$ cat config.mk
export PLATFORM = sky130hd
export DESIGN_NAME = commit_unit
export DESIGN_NICKNAME = d
export VERILOG_FILES = /design/src/rtl/commit_unit.sv
export SDC_FILE = /design/constraint.sdc
export NUM_CORES = 1
export LEC_CHECK = 0
export CAP_MARGIN = 20
export CORE_AREA = 2 2 154 156
export CTS_CLUSTER_SIZE = 28
export DETAILED_ROUTE_END_ITERATION = 16
export DIE_AREA = 0 0 156 158
export GPL_TIMING_DRIVEN = 0
export PLACE_DENSITY = 0.76
export SLEW_MARGIN = 10
export SYNTH_ARGS = -nofsm -noshare
export SYNTH_HDL_FRONTEND = slang
export SYNTH_SLANG_ARGS = --single-unit
$ cat constraint.sdc
create_clock -name clk_i -period 12.5 [get_ports clk_i]
set_input_delay 3.75 -clock clk_i [delete_from_list [all_inputs] [get_ports clk_i]]
set_output_delay 3.75 -clock clk_i [all_outputs]
set_load 0.05 [all_outputs]
$ cat src/rtl/commit_unit.sv
// In-order retirement at the ROB head: RF write and status clear are registered one cycle after a pop, stores go to the store buffer, and faults become a trap followed by a flush.
// Combinational pop handshake; the ROB is held off while in TRAP and while the store buffer stalls a store.
// Optional LEN5_COMMIT_INSTRET_EN adds a 64-bit retired-instruction counter on instret_o.
module commit_unit #(
    parameter int XLEN        = 64,
    parameter int ROB_IDX_LEN = 4,
    parameter int REG_IDX_LEN = 5
) (
    input  logic                   clk_i,
    input  logic                   rst_i,
    input  logic                   rob_valid_i,
    output logic                   rob_ready_o,
    input  logic [31:0]            rob_instr_i,
    input  logic [XLEN-1:0]        rob_pc_i,
    input  logic [REG_IDX_LEN-1:0] rob_rd_idx_i,
    input  logic [XLEN-1:0]        rob_value_i,
    input  logic                   rob_except_raised_i,
    input  logic [3:0]             rob_except_code_i,
    input  logic [ROB_IDX_LEN-1:0] rob_head_idx_i,
    output logic                   sb_commit_valid_o,
    input  logic                   sb_commit_ready_i,
    output logic                   rf_wr_en_o,
    output logic [REG_IDX_LEN-1:0] rf_wr_idx_o,
    output logic [XLEN-1:0]        rf_wr_value_o,
    output logic                   rs_clr_o,
    output logic [ROB_IDX_LEN-1:0] rs_clr_rob_idx_o,
    output logic                   except_valid_o,
    input  logic                   except_ready_i,
    output logic [3:0]             except_code_o,
    output logic [XLEN-1:0]        except_pc_o,
    output logic [XLEN-1:0]        except_tval_o,
    output logic                   flush_o
`ifdef LEN5_COMMIT_INSTRET_EN
    ,
    output logic [63:0]            instret_o
`endif
);

    localparam logic [6:0] OP_STORE  = 7'b0100011;
    localparam logic [6:0] OP_BRANCH = 7'b1100011;
    localparam logic [6:0] OP_SYSTEM = 7'b1110011;

    typedef enum logic {RUN, TRAP} state_t;

    state_t state_q, state_d;

    logic [6:0] opcode;
    logic       is_store, writes_rd, rd_nonzero, pop, retire;

    logic                   rf_wr_en_q;
    logic [REG_IDX_LEN-1:0] rf_wr_idx_q;
    logic [XLEN-1:0]        rf_wr_value_q;
    logic                   rs_clr_q;
    logic [ROB_IDX_LEN-1:0] rs_clr_rob_idx_q;
    logic [3:0]             exc_code_q;
    logic [XLEN-1:0]        exc_pc_q;
    logic [XLEN-1:0]        exc_tval_q;

    logic unused_instr_bits;
    assign unused_instr_bits = &{1'b0, rob_instr_i[31:7]};

    assign opcode     = rob_instr_i[6:0];
    assign is_store   = (opcode == OP_STORE);
    assign writes_rd  = !(is_store || opcode == OP_BRANCH || opcode == OP_SYSTEM);
    assign rd_nonzero = (rob_rd_idx_i != '0);
    assign pop        = rob_valid_i && rob_ready_o;
    assign retire     = pop && !rob_except_raised_i;

    always_comb begin
        state_d           = state_q;
        rob_ready_o       = 1'b0;
        sb_commit_valid_o = 1'b0;
        except_valid_o    = 1'b0;
        flush_o           = 1'b0;
        case (state_q)
            RUN: begin
                // Gated by reset so the handshake outputs read 0 while reset is held.
                if (rob_valid_i && !rst_i) begin
                    if (rob_except_raised_i) begin
                        rob_ready_o = 1'b1;
                        state_d     = TRAP;
                    end else if (is_store) begin
                        sb_commit_valid_o = 1'b1;
                        rob_ready_o       = sb_commit_ready_i;
                    end else begin
                        rob_ready_o = 1'b1;
                    end
                end
            end
            TRAP: begin
                except_valid_o = 1'b1;
                flush_o        = except_ready_i;
                if (except_ready_i) state_d = RUN;
            end
            default: state_d = RUN;
        endcase
    end

    always_ff @(posedge clk_i or posedge rst_i) begin
        if (rst_i) begin
            state_q          <= RUN;
            rf_wr_en_q       <= 1'b0;
            rf_wr_idx_q      <= '0;
            rf_wr_value_q    <= '0;
            rs_clr_q         <= 1'b0;
            rs_clr_rob_idx_q <= '0;
            exc_code_q       <= '0;
            exc_pc_q         <= '0;
            exc_tval_q       <= '0;
        end else begin
            state_q    <= state_d;
            rf_wr_en_q <= retire && writes_rd && rd_nonzero;
            // Status clear follows any non-faulting pop with rd != 0, even for non-writers.
            rs_clr_q   <= retire && rd_nonzero;
            if (retire) begin
                rf_wr_idx_q      <= rob_rd_idx_i;
                rf_wr_value_q    <= rob_value_i;
                rs_clr_rob_idx_q <= rob_head_idx_i;
            end
            if (pop && rob_except_raised_i) begin
                exc_code_q <= rob_except_code_i;
                exc_pc_q   <= rob_pc_i;
                exc_tval_q <= rob_value_i;
            end
        end
    end

    assign rf_wr_en_o       = rf_wr_en_q;
    assign rf_wr_idx_o      = rf_wr_idx_q;
    assign rf_wr_value_o    = rf_wr_value_q;
    assign rs_clr_o         = rs_clr_q;
    assign rs_clr_rob_idx_o = rs_clr_rob_idx_q;
    assign except_code_o    = exc_code_q;
    assign except_pc_o      = exc_pc_q;
    assign except_tval_o    = exc_tval_q;

`ifdef LEN5_COMMIT_INSTRET_EN
    logic [63:0] instret_q;

    always_ff @(posedge clk_i or posedge rst_i) begin
        if (rst_i)       instret_q <= '0;
        else if (retire) instret_q <= instret_q + 64'd1;
    end

    assign instret_o = instret_q;
`endif

endmodule
==> summary.md <==
| Metric | Value |
|---|---|
| Die W | `156 µm` |
| CTS tree | `built` |
| Tot GR Track Use | `22.9%` |
| Nets | `1302` |
| # setup viols final | `0` |
| Static Leak | `5.71 nW` |
| Crit path launch type | `primary input` |
| Post-CTS Hold Buffers | `0` |
| Largest net degree at the start of global routing | `83` |
| DRT antenna net count | `0` |
| Met3 usage | `6.87%` |
| Worst-Skew Late Latency | `0.52 ns` |
| Synth warnings | `0` |
| Clock Sinks | `about 210` |
| M1 GR Usage | `between 20% and 30%` |
| Row count | `56` |
| Clock buffer depth | `3` |
| IO buf count | `363` |
| Fraction of layout cells with a size suffix above 1 | `around 16%` |
| Mapped cell area | `9210 µm²` |
| I/O pin total | `390` |
| Max transition margin | `51.4%` |
| Place WS | `2.58 ns` |
| CTS buffer count | `24` |
| Final setup margin | `2.59 ns` |
| Synth Net Count | `911` |
| Top-area cell type share of the netlist area | `between 50% and 60%` |
| Core ar. | `23100 µm²` |
| Vias in the first global route | `between 7000 and 8000` |
| Post-synth EDFFs | `0` |
| Final Cycle Share | `about four fifths` |
| Post-layout util | `between 60 and 70%` |
| Synth Flop Type | `dfrtp_1` |
| Crit end category | `primary output` |
| Initial Util | `39.9%` |
| Routability cong. | `between 0.8 and 0.9` |
| Drt total wl | `slightly below 30000 µm` |
| Seq cells post-synth | `208` |
| Setup Buffers After CTS | `0` |
| Antenna violations before repair | `0` |
| Post-Syn Instances | `~730` |
| First-pass GRT wire length | `44700 µm` |
| Ys async rst share | `100%` |
| Status | `finished, final reports clean` |
| Req. time, crit path | `8.75 ns` |
| Critical path class | `in -> out` |
| Vias per inst | `5.45` |
| Dpl hpwl | `21200 µm` |
| Drt wl/cell | `20.5 µm` |
| Sequential-to-total area share from yosys stat | `56.5%` |
| DR pass1 iterations | `6` |
| Initial detailed-routing violation count | `366` |
| Path type of the worst min-delay path | `reg -> reg` |
| Die area | `24600 µm²` |
| M2 GR Usage | `40.3%` |
| Synth Area per Inst | `around 13 µm²` |
| DRC viols | `0` |
| Via count | `7791` |
| Maxcap violations | `0` |
| Die H | `around 160 µm` |
| Largest cells by area after synthesis | `dfrtp_1, mux2_2, nand4b_1` |
| Area grow syn2layout | `52.7%` |
| H-tree level count | `1` |
| Worst Tran Pin Value | `0.728 ns` |
| Grt peak-use layer | `met2` |
| Pwr Total | `0.00275 W` |
| FMAX | `101 MHz` |
| Power per cell area | `195 nW/µm²` |
| Hold slack | `0.483 ns` |
| Final Skew | `0.0177 ns` |
| Crit path time final | `a little under 10 ns` |
| Antenna Cells | `0` |
| CTS clk-pin slew, worst paths | `0.06 ns` |
| Peak VDD IR | `0.139 mV` |
| Overflow after GRT | `0` |
| Resize count post-CTS | `0` |
| Library cells used by synthesis | `30` |
| Area leader, netlist | `dfrtp_1` |
| Arrival time of the worst setup path | `6.16 ns` |
| Crit-path max FO | `10` |
| RSZ-0062 raised after global routing | `no` |
| Final Hold Vio Count | `0` |
| Setup TNS | `0 ns` |
| CTS root buf | `clkbuf_16` |
| Slew Viols, Final | `0` |
[cells in the mapped netlist (3+ instances only)]
| cell | instances |
|---|---|
| nand3_1 | 73 |
| mux2_2 | 107 |
| buf_6 | 14 |
| buf_2 | 16 |
| nand2_1 | 73 |
| o311ai_1 | 46 |
| dfrtp_1 | 208 |
| clkbuf_1 | 45 |
| o311ai_0 | 25 |
| mux2_1 | 25 |
| nand4b_1 | 73 |
| inv_1 | 3 |
[where the power goes]
part | switching (W) | internal (W) | leakage (nW)
clock | 0.000279 | 0.000429 | 0.395
sequential | 0.0000891 | 0.000823 | 2.52
combinational | 0.000730 | 0.000397 | 2.80
[path summary, 6_finish.rpt]
| check | end | slack, ns | from | cells after the start |
|---|---|---|---|---|
| max in group asynchronous | except_pc_o[27] | 7.68 | rst_i | 4 |
| min in group asynchronous | rs_clr_o | 3.72 | rst_i | 2 |
| min reg2reg | except_pc_o[63] | 0.48 | except_pc_o[63] | 1 |
| max reg2reg | except_pc_o[44] | 10.42 | state_q | 5 |
| min | except_pc_o[63] | 0.48 | except_pc_o[63] | 1 |
| max | sb_commit_valid_o | 2.59 | rob_instr_i[3] | 6 |
[area by class of cell]
class                   instances  area, µm²
plain buffers                  78        422
clock buffers                  34        699
clock inverters                 8       93.8
fillers                      1874       8990
inverters                       3       18.8
multi-input cells             443       3570
flip-flops and latches        208       5200
well taps                     290        363
repair buffers                365       3690
[cells in the final DEF, fill, tap and decap left out, types with 4 or more instances in the layout]
master / n
clkbuf_16: 25
clkinv_2: 5
clkdlybuf4s50_1: 363
mux2_2: 107
buf_6: 14
nand3_1: 73
clkbuf_8: 4
o311ai_1: 46
nand2_1: 73
dfrtp_1: 208
o311ai_0: 25
mux2_1: 25
buf_2: 16
clkbuf_1: 50
nand4b_1: 73
[metrics by stage]
stage / instances / instance area (µm²)
final: 1429 / 14100
after global routing: 1429 / 14100
after CTS: 1429 / 14100
after detailed placement: 1387 / 13300
after global placement: 1385 / 13200
after floorplan: 732 / 9210
[registers in the layout, indices dropped and copies added, names as in the netlist]
| register | count |
|---|---|
| except_code_o | 4 |
| except_pc_o | 64 |
| except_tval_o | 64 |
| rf_wr_en_o | 1 |
| rf_wr_idx_o | 5 |
| rf_wr_value_o | 64 |
| rs_clr_o | 1 |
| rs_clr_rob_idx_o | 4 |
| state_q | 1 |
[cell families after synthesis]
group           synth area share [%]
simple gates                    15.3
flops                           56.5
mux                             16.1
buf+inv                         4.70
compound gates                  7.30
[per-layer routing]
| metal | share of wire [%] | up-vias | routed length, µm |
|---|---|---|---|
| met5 | 0 | - | 0 |
| li1 | - | 3575 | - |
| met3 | 8.5 | 55 | 2490 |
| met1 | 39 | 3842 | 11400 |
| met4 | 3.2 | 0 | 935 |
| met2 | 50 | 319 | 14500 |
[critical path, cell delays in order]
cell	delay, ns
clkdlybuf4s50_1	0.45
or4b_4	0.57
buf_6	0.18
buf_6	0.15
nor3_1	0.16
clkdlybuf4s50_1	0.88
Note: power is estimated with default switching activity, not from simulation.
